`src/rtl/mult_div_unit.sv`:
```
// Iterative 32-bit multiply/divide unit with architectural HI/LO registers.
// Shift-add multiply and restoring divide, one bit per cycle, with a Start/Busy/Done handshake.
module mult_div_unit (
    input  logic        clk,
    input  logic        reset,
    input  logic        Start,
    input  logic [2:0]  MDOperation,
    input  logic [31:0] A,
    input  logic [31:0] B,
    output logic        Busy,
    output logic        Done,
    output logic [31:0] HI,
    output logic [31:0] LO
);

    localparam logic [2:0] OP_MTHI = 3'b100;
    localparam logic [2:0] OP_MTLO = 3'b101;

    typedef enum logic [1:0] {
        ST_IDLE = 2'b00,
        ST_RUN  = 2'b01,
        ST_FIX  = 2'b10
    } state_t;

    state_t      state_r, state_s;
    logic [4:0]  cnt_r;
    logic [31:0] hiw_r, low_r, opnd_r;
    logic        is_div_r, neg_lo_r, neg_hi_r;
    logic [31:0] hi_r, lo_r;
    logic        busy_r, done_r;

    logic        accept_s, signed_op_s, div_op_s, div0_s;
    logic [32:0] mul_sum_s;
    logic        div_ge_s;
    logic [31:0] div_diff_s;
    logic [31:0] hiw_next_s, low_next_s;
    logic [63:0] prod_s;
    logic [31:0] fix_hi_s, fix_lo_s;

    function automatic logic [31:0] abs32(input logic [31:0] v);
        return v[31] ? (32'd0 - v) : v;
    endfunction

    assign accept_s    = Start && (state_r == ST_IDLE) && !MDOperation[2];
    assign signed_op_s = !MDOperation[0];
    assign div_op_s    = MDOperation[1];
    assign div0_s      = div_op_s && (B == 32'd0);

    // State register
    always_ff @(posedge clk or negedge reset) begin
        if (!reset) begin
            state_r <= ST_IDLE;
        end else begin
            state_r <= state_s;
        end
    end

    // Next-state logic
    always_comb begin
        state_s = state_r;
        case (state_r)
            ST_IDLE: begin
                if (accept_s) state_s = ST_RUN;
                else          state_s = ST_IDLE;
            end
            ST_RUN: begin
                if (cnt_r == 5'd0) state_s = ST_FIX;
                else               state_s = ST_RUN;
            end
            ST_FIX:  state_s = ST_IDLE;
            default: state_s = ST_IDLE;
        endcase
    end

    // One iteration of the multiply or divide engine
    always_comb begin
        mul_sum_s  = {1'b0, hiw_r} + (low_r[0] ? {1'b0, opnd_r} : 33'd0);
        div_ge_s   = ({hiw_r, low_r[31]} >= {1'b0, opnd_r});
        div_diff_s = {hiw_r[30:0], low_r[31]} - opnd_r;
        hiw_next_s = hiw_r;
        low_next_s = low_r;
        if (is_div_r) begin
            if (div_ge_s) begin
                hiw_next_s = div_diff_s;
                low_next_s = {low_r[30:0], 1'b1};
            end else begin
                hiw_next_s = {hiw_r[30:0], low_r[31]};
                low_next_s = {low_r[30:0], 1'b0};
            end
        end else begin
            hiw_next_s = mul_sum_s[32:1];
            low_next_s = {mul_sum_s[0], low_r[31:1]};
        end
    end

    // Sign correction of the unsigned magnitude result
    always_comb begin
        prod_s   = {hiw_r, low_r};
        fix_hi_s = hiw_r;
        fix_lo_s = low_r;
        if (is_div_r) begin
            if (neg_lo_r) fix_lo_s = 32'd0 - low_r;
            else          fix_lo_s = low_r;
            if (neg_hi_r) fix_hi_s = 32'd0 - hiw_r;
            else          fix_hi_s = hiw_r;
        end else begin
            if (neg_lo_r) prod_s = 64'd0 - {hiw_r, low_r};
            else          prod_s = {hiw_r, low_r};
            fix_hi_s = prod_s[63:32];
            fix_lo_s = prod_s[31:0];
        end
    end

    // Engine datapath: operand latch on accept, iterate during RUN
    always_ff @(posedge clk or negedge reset) begin
        if (!reset) begin
            cnt_r    <= 5'd0;
            hiw_r    <= 32'd0;
            low_r    <= 32'd0;
            opnd_r   <= 32'd0;
            is_div_r <= 1'b0;
            neg_lo_r <= 1'b0;
            neg_hi_r <= 1'b0;
        end else if (accept_s) begin
            // A zero divisor keeps the raw dividend so the engine yields LO=all-ones, HI=A
            cnt_r    <= 5'd31;
            hiw_r    <= 32'd0;
            low_r    <= (signed_op_s && !div0_s) ? abs32(A) : A;
            opnd_r   <= (signed_op_s && !div0_s) ? abs32(B) : B;
            is_div_r <= div_op_s;
            neg_lo_r <= signed_op_s && !div0_s && (A[31] ^ B[31]);
            neg_hi_r <= signed_op_s && !div0_s && A[31];
        end else if (state_r == ST_RUN) begin
            cnt_r <= (cnt_r == 5'd0) ? 5'd0 : (cnt_r - 5'd1);
            hiw_r <= hiw_next_s;
            low_r <= low_next_s;
        end else begin
            cnt_r <= cnt_r;
        end
    end

    // Architectural HI/LO registers
    always_ff @(posedge clk or negedge reset) begin
        if (!reset) begin
            hi_r <= 32'd0;
            lo_r <= 32'd0;
        end else if (state_r == ST_FIX) begin
            hi_r <= fix_hi_s;
            lo_r <= fix_lo_s;
        end else if (Start && (state_r == ST_IDLE) && (MDOperation == OP_MTHI)) begin
            hi_r <= A;
        end else if (Start && (state_r == ST_IDLE) && (MDOperation == OP_MTLO)) begin
            lo_r <= A;
        end else begin
            hi_r <= hi_r;
        end
    end

    // Registered handshake outputs
    always_ff @(posedge clk or negedge reset) begin
        if (!reset) begin
            busy_r <= 1'b0;
            done_r <= 1'b0;
        end else begin
            busy_r <= (state_s != ST_IDLE);
            done_r <= (state_r == ST_FIX);
        end
    end

    assign Busy = busy_r;
    assign Done = done_r;
    assign HI   = hi_r;
    assign LO   = lo_r;

endmodule

```
`config.mk`:
```
export PLATFORM = sky130hd
export DESIGN_NAME = mult_div_unit
export DESIGN_NICKNAME = d
export VERILOG_FILES = /design/src/rtl/mult_div_unit.sv
export SDC_FILE = /design/constraint.sdc
export NUM_CORES = 1
export LEC_CHECK = 0
export BUFFER_PORTS_ARGS = -buffer_cell sky130_fd_sc_hd__buf_2
export CORE_ASPECT_RATIO = 0.8
export CORE_UTILIZATION = 60
export DETAILED_ROUTE_END_ITERATION = 10
export PLACE_DENSITY_LB_ADDON = 0.08
export SETUP_SLACK_MARGIN = 0.4
export SKIP_LAST_GASP = 1
export SLEW_MARGIN = 20
export SYNTH_ARGS = -nofsm -noshare
export SYNTH_HDL_FRONTEND = slang
export SYNTH_SLANG_ARGS = --single-unit
```
`constraint.sdc`:
```
create_clock -name clk -period 4.7 [get_ports clk]
set_input_delay 0.94 -clock clk [delete_from_list [all_inputs] [get_ports clk]]
set_output_delay 0.94 -clock clk [all_outputs]
set_load 0.005 [all_outputs]
```
==> run metrics <==
GRT Resource Usage Total=~38%; critical path class=flip-flop to flip-flop; I/O Buffers=135; clock root buffer=clkbuf_16; Lkg Pwr=7.21 nW; switching power=6.54 mW; initial antenna violation count=0; CTS tree=built; Power Dens Cells=825 mW/mm²; cell-internal power=6.58 mW; Hold WC Path Type=primary input to async pin; vias in the first global route=13000; vias per inst=6.47; Avg Cell Area, Syn=slightly above 8 µm²; Critical Path End Type=flip-flop; endpoints failing setup=0; unrepaired setup endpoints after global routing=no; pin count of the biggest net entering global routing=93; number of max-cap violations=0; die span in x=174 µm; fin. max-slew vios=0; Setup TNS Final=0 ns; sequential area share after synthesis=around 30%; grt ovf=0; Worst EP required=5.02 ns; CTS Sinks=172; H-tree depth=4; register bit total from synthesis=172; dominant synthesized flop cell=dfrtp_1; final hold vios=0; post-synth cell types=73; Area growth, synth to finish=11.8%; routability congestion estimate=0.986; CTS clk-pin slew, worst paths=around 0.08 ns; share of layout cells above drive strength 1=13.4%; Inst Count DP=2137; final wirelength=45.7 mm; Die H=140 µm; Cell Rows=50; Post-synth EDFFs=0; CP arrival=4.41 ns; Setup Skew=about 0.012 ns; status=finished clean; Sw Share=49.8%; detailed-route via count=14000; final critical-path share of the clock period=87.2%; WL/cell=21.1 µm; Residual DRC=0; Syn Nets=1886; area share of the leading cell type in the synthesized netlist=30.2%; Fillers=1952; most instantiated cells after synthesis=nand2_1 (190), o21ai_0 (187), dfrtp_1 (172), nor2_1 (136), a21oi_1 (113); Worst VDD drop=0.000347 V; Final Util=about two thirds; maximum clock frequency=244 MHz; most frequent cell after synthesis=nand2_1; Nets=1986; Non-Filler Instances=approximately 2200; CORE AREA=0.0233 mm²; Cell Area, Synth=0.0142 mm²; Logic pwr share=roughly 65%; IO Pins=136; worst-skew pair later-pin latency=about 0.44 ns; Synthesis Warnings=0; Antenna Violating Nets Remaining=0; TritonRoute pass-1 iters=6; first-pass GRT wire length=71.7 mm; Clock power frac=between 10% and 20%; actual slew at the worst max-slew pin=1.10 ns; clock tree buffer depth=2; ant diodes=0; Worst slew margin=26.4%; area leader, netlist=dfrtp_1; DR iter-0 viols=~1600; Die ar.=0.0243 mm²; CTS Buf Count=17; post-DP HPWL=34.1 mm; Post-Syn Instances=1745; crit start category=flip-flop; min cycle time layout=around 4.1 ns; Initial Utilization=61.0%; crit-path max FO=12; sequential power share=24.0%; largest cells by area after synthesis=dfrtp_1 (30%), mux2i_1 (7.0%), o21ai_0 (6.6%); ys async rst share=between 90% and 100%; CTS hold repair buffers=0
[cells by family after synthesis]
| kind of cell | synth area share [%] |
|---|---|
| compound gates | 23.4 |
| xor+xnor | 10.0 |
| fa+ha+maj | 6.35 |
| buf+inv | 4.40 |
| flops | 30.2 |
| mux | 8.23 |
| simple gates | 17.3 |
[final timing paths]
path | start | end | slack (ns) | cells past startpoint
min | reset | hiw_r[13] | 0.43 | 1
min reg2reg | opnd_r[19] | opnd_r[19] | 0.48 | 2
max in group asynchronous | reset | is_div_r | 3.38 | 2
min in group clk | opnd_r[19] | opnd_r[19] | 0.48 | 2
max reg2reg | low_r[0] | hiw_r[28] | 0.60 | 12
max | low_r[0] | hiw_r[28] | 0.60 | 12
[final cells by class]
type	instances	area [µm²]	area share (%)
Multi-Input combinational cell	1408	9340	58.7
Clock inverter	11	134	0.842
Sequential cell	172	4310	27.1
Clock buffer	21	470	2.96
Timing Repair Buffer	175	995	6.25
Inverter	71	272	1.71
Tap cell	312	390	2.45
[through the flow]
stage | worst slack, ns | power (mW) | cell area [µm²] | hold WS (ns)
floorplan | 1.10 | 8.82 | 14200 | 0.450
global placement | 0.687 | 11.2 | 15300 | 0.462
detailed placement | 0.627 | 11.3 | 15300 | 0.472
CTS | 0.682 | 12.9 | 15900 | 0.435
global route | 0.427 | 14.0 | 15900 | 0.452
finish | 0.604 | 13.1 | 15900 | 0.432
[state kept, by name, summed over array words and instances, names as in the netlist]
register,count
Busy,1
cnt_r,5
neg_lo_r,1
neg_hi_r,1
low_r,32
is_div_r,1
LO,32
hiw_r,32
opnd_r,32
Done,1
HI,32
state_r,2
[per-layer routing]
| layer | share of wire [%] | global-route usage (%) |
|---|---|---|
| met5 | 0 | 0 |
| met4 | 2.2 | 10.7 |
| met3 | 12 | 12.2 |
| met2 | 41 | 52.4 |
| met1 | 45 | 55.2 |
[critical path, stage by stage (launching register included)]
cell and delay, ns:
dfrtp_1 0.50, clkinvlp_4 0.35, nor2_1 0.20, ha_1 0.30
a21o_1 0.21, a221o_1 0.33, a31oi_1 0.30, o21ai_0 0.29
a211oi_1 0.54, nor2_1 0.24, a311oi_1 0.38, mux2i_1 0.22
o211ai_1 0.10
[power groups by stage]
stage	clock, mW	sequential [mW]	combinational (mW)
5_1_grt	1.57	3.23	9.25
3_5_place_dp	0	3.12	8.21
3_3_place_gp	0	3.09	8.10
2_1_floorplan	0	2.83	5.99
6_report	1.50	3.14	8.48
4_1_cts	1.50	3.11	8.28
[cells in the final DEF, fill, tap and decap left out, drive strengths merged, types with 23 or more instances in the layout]
cell / count
nor2: 136
buf: 175
a21oi: 114
nor3: 44
o21ai: 192
nand2: 190
o211ai: 26
xnor2: 95
ha: 69
mux2i: 99
inv: 72
xor2: 68
or3: 23
dfrtp: 172
[repair_timing]
action / 4_1_cts / 5_1_grt
endpoints found under the setup margin: 0 / 2
setup buffers: 0 / 1
resized for setup: 0 / 1
No activity file was read; power rests on OpenSTA's default activity.
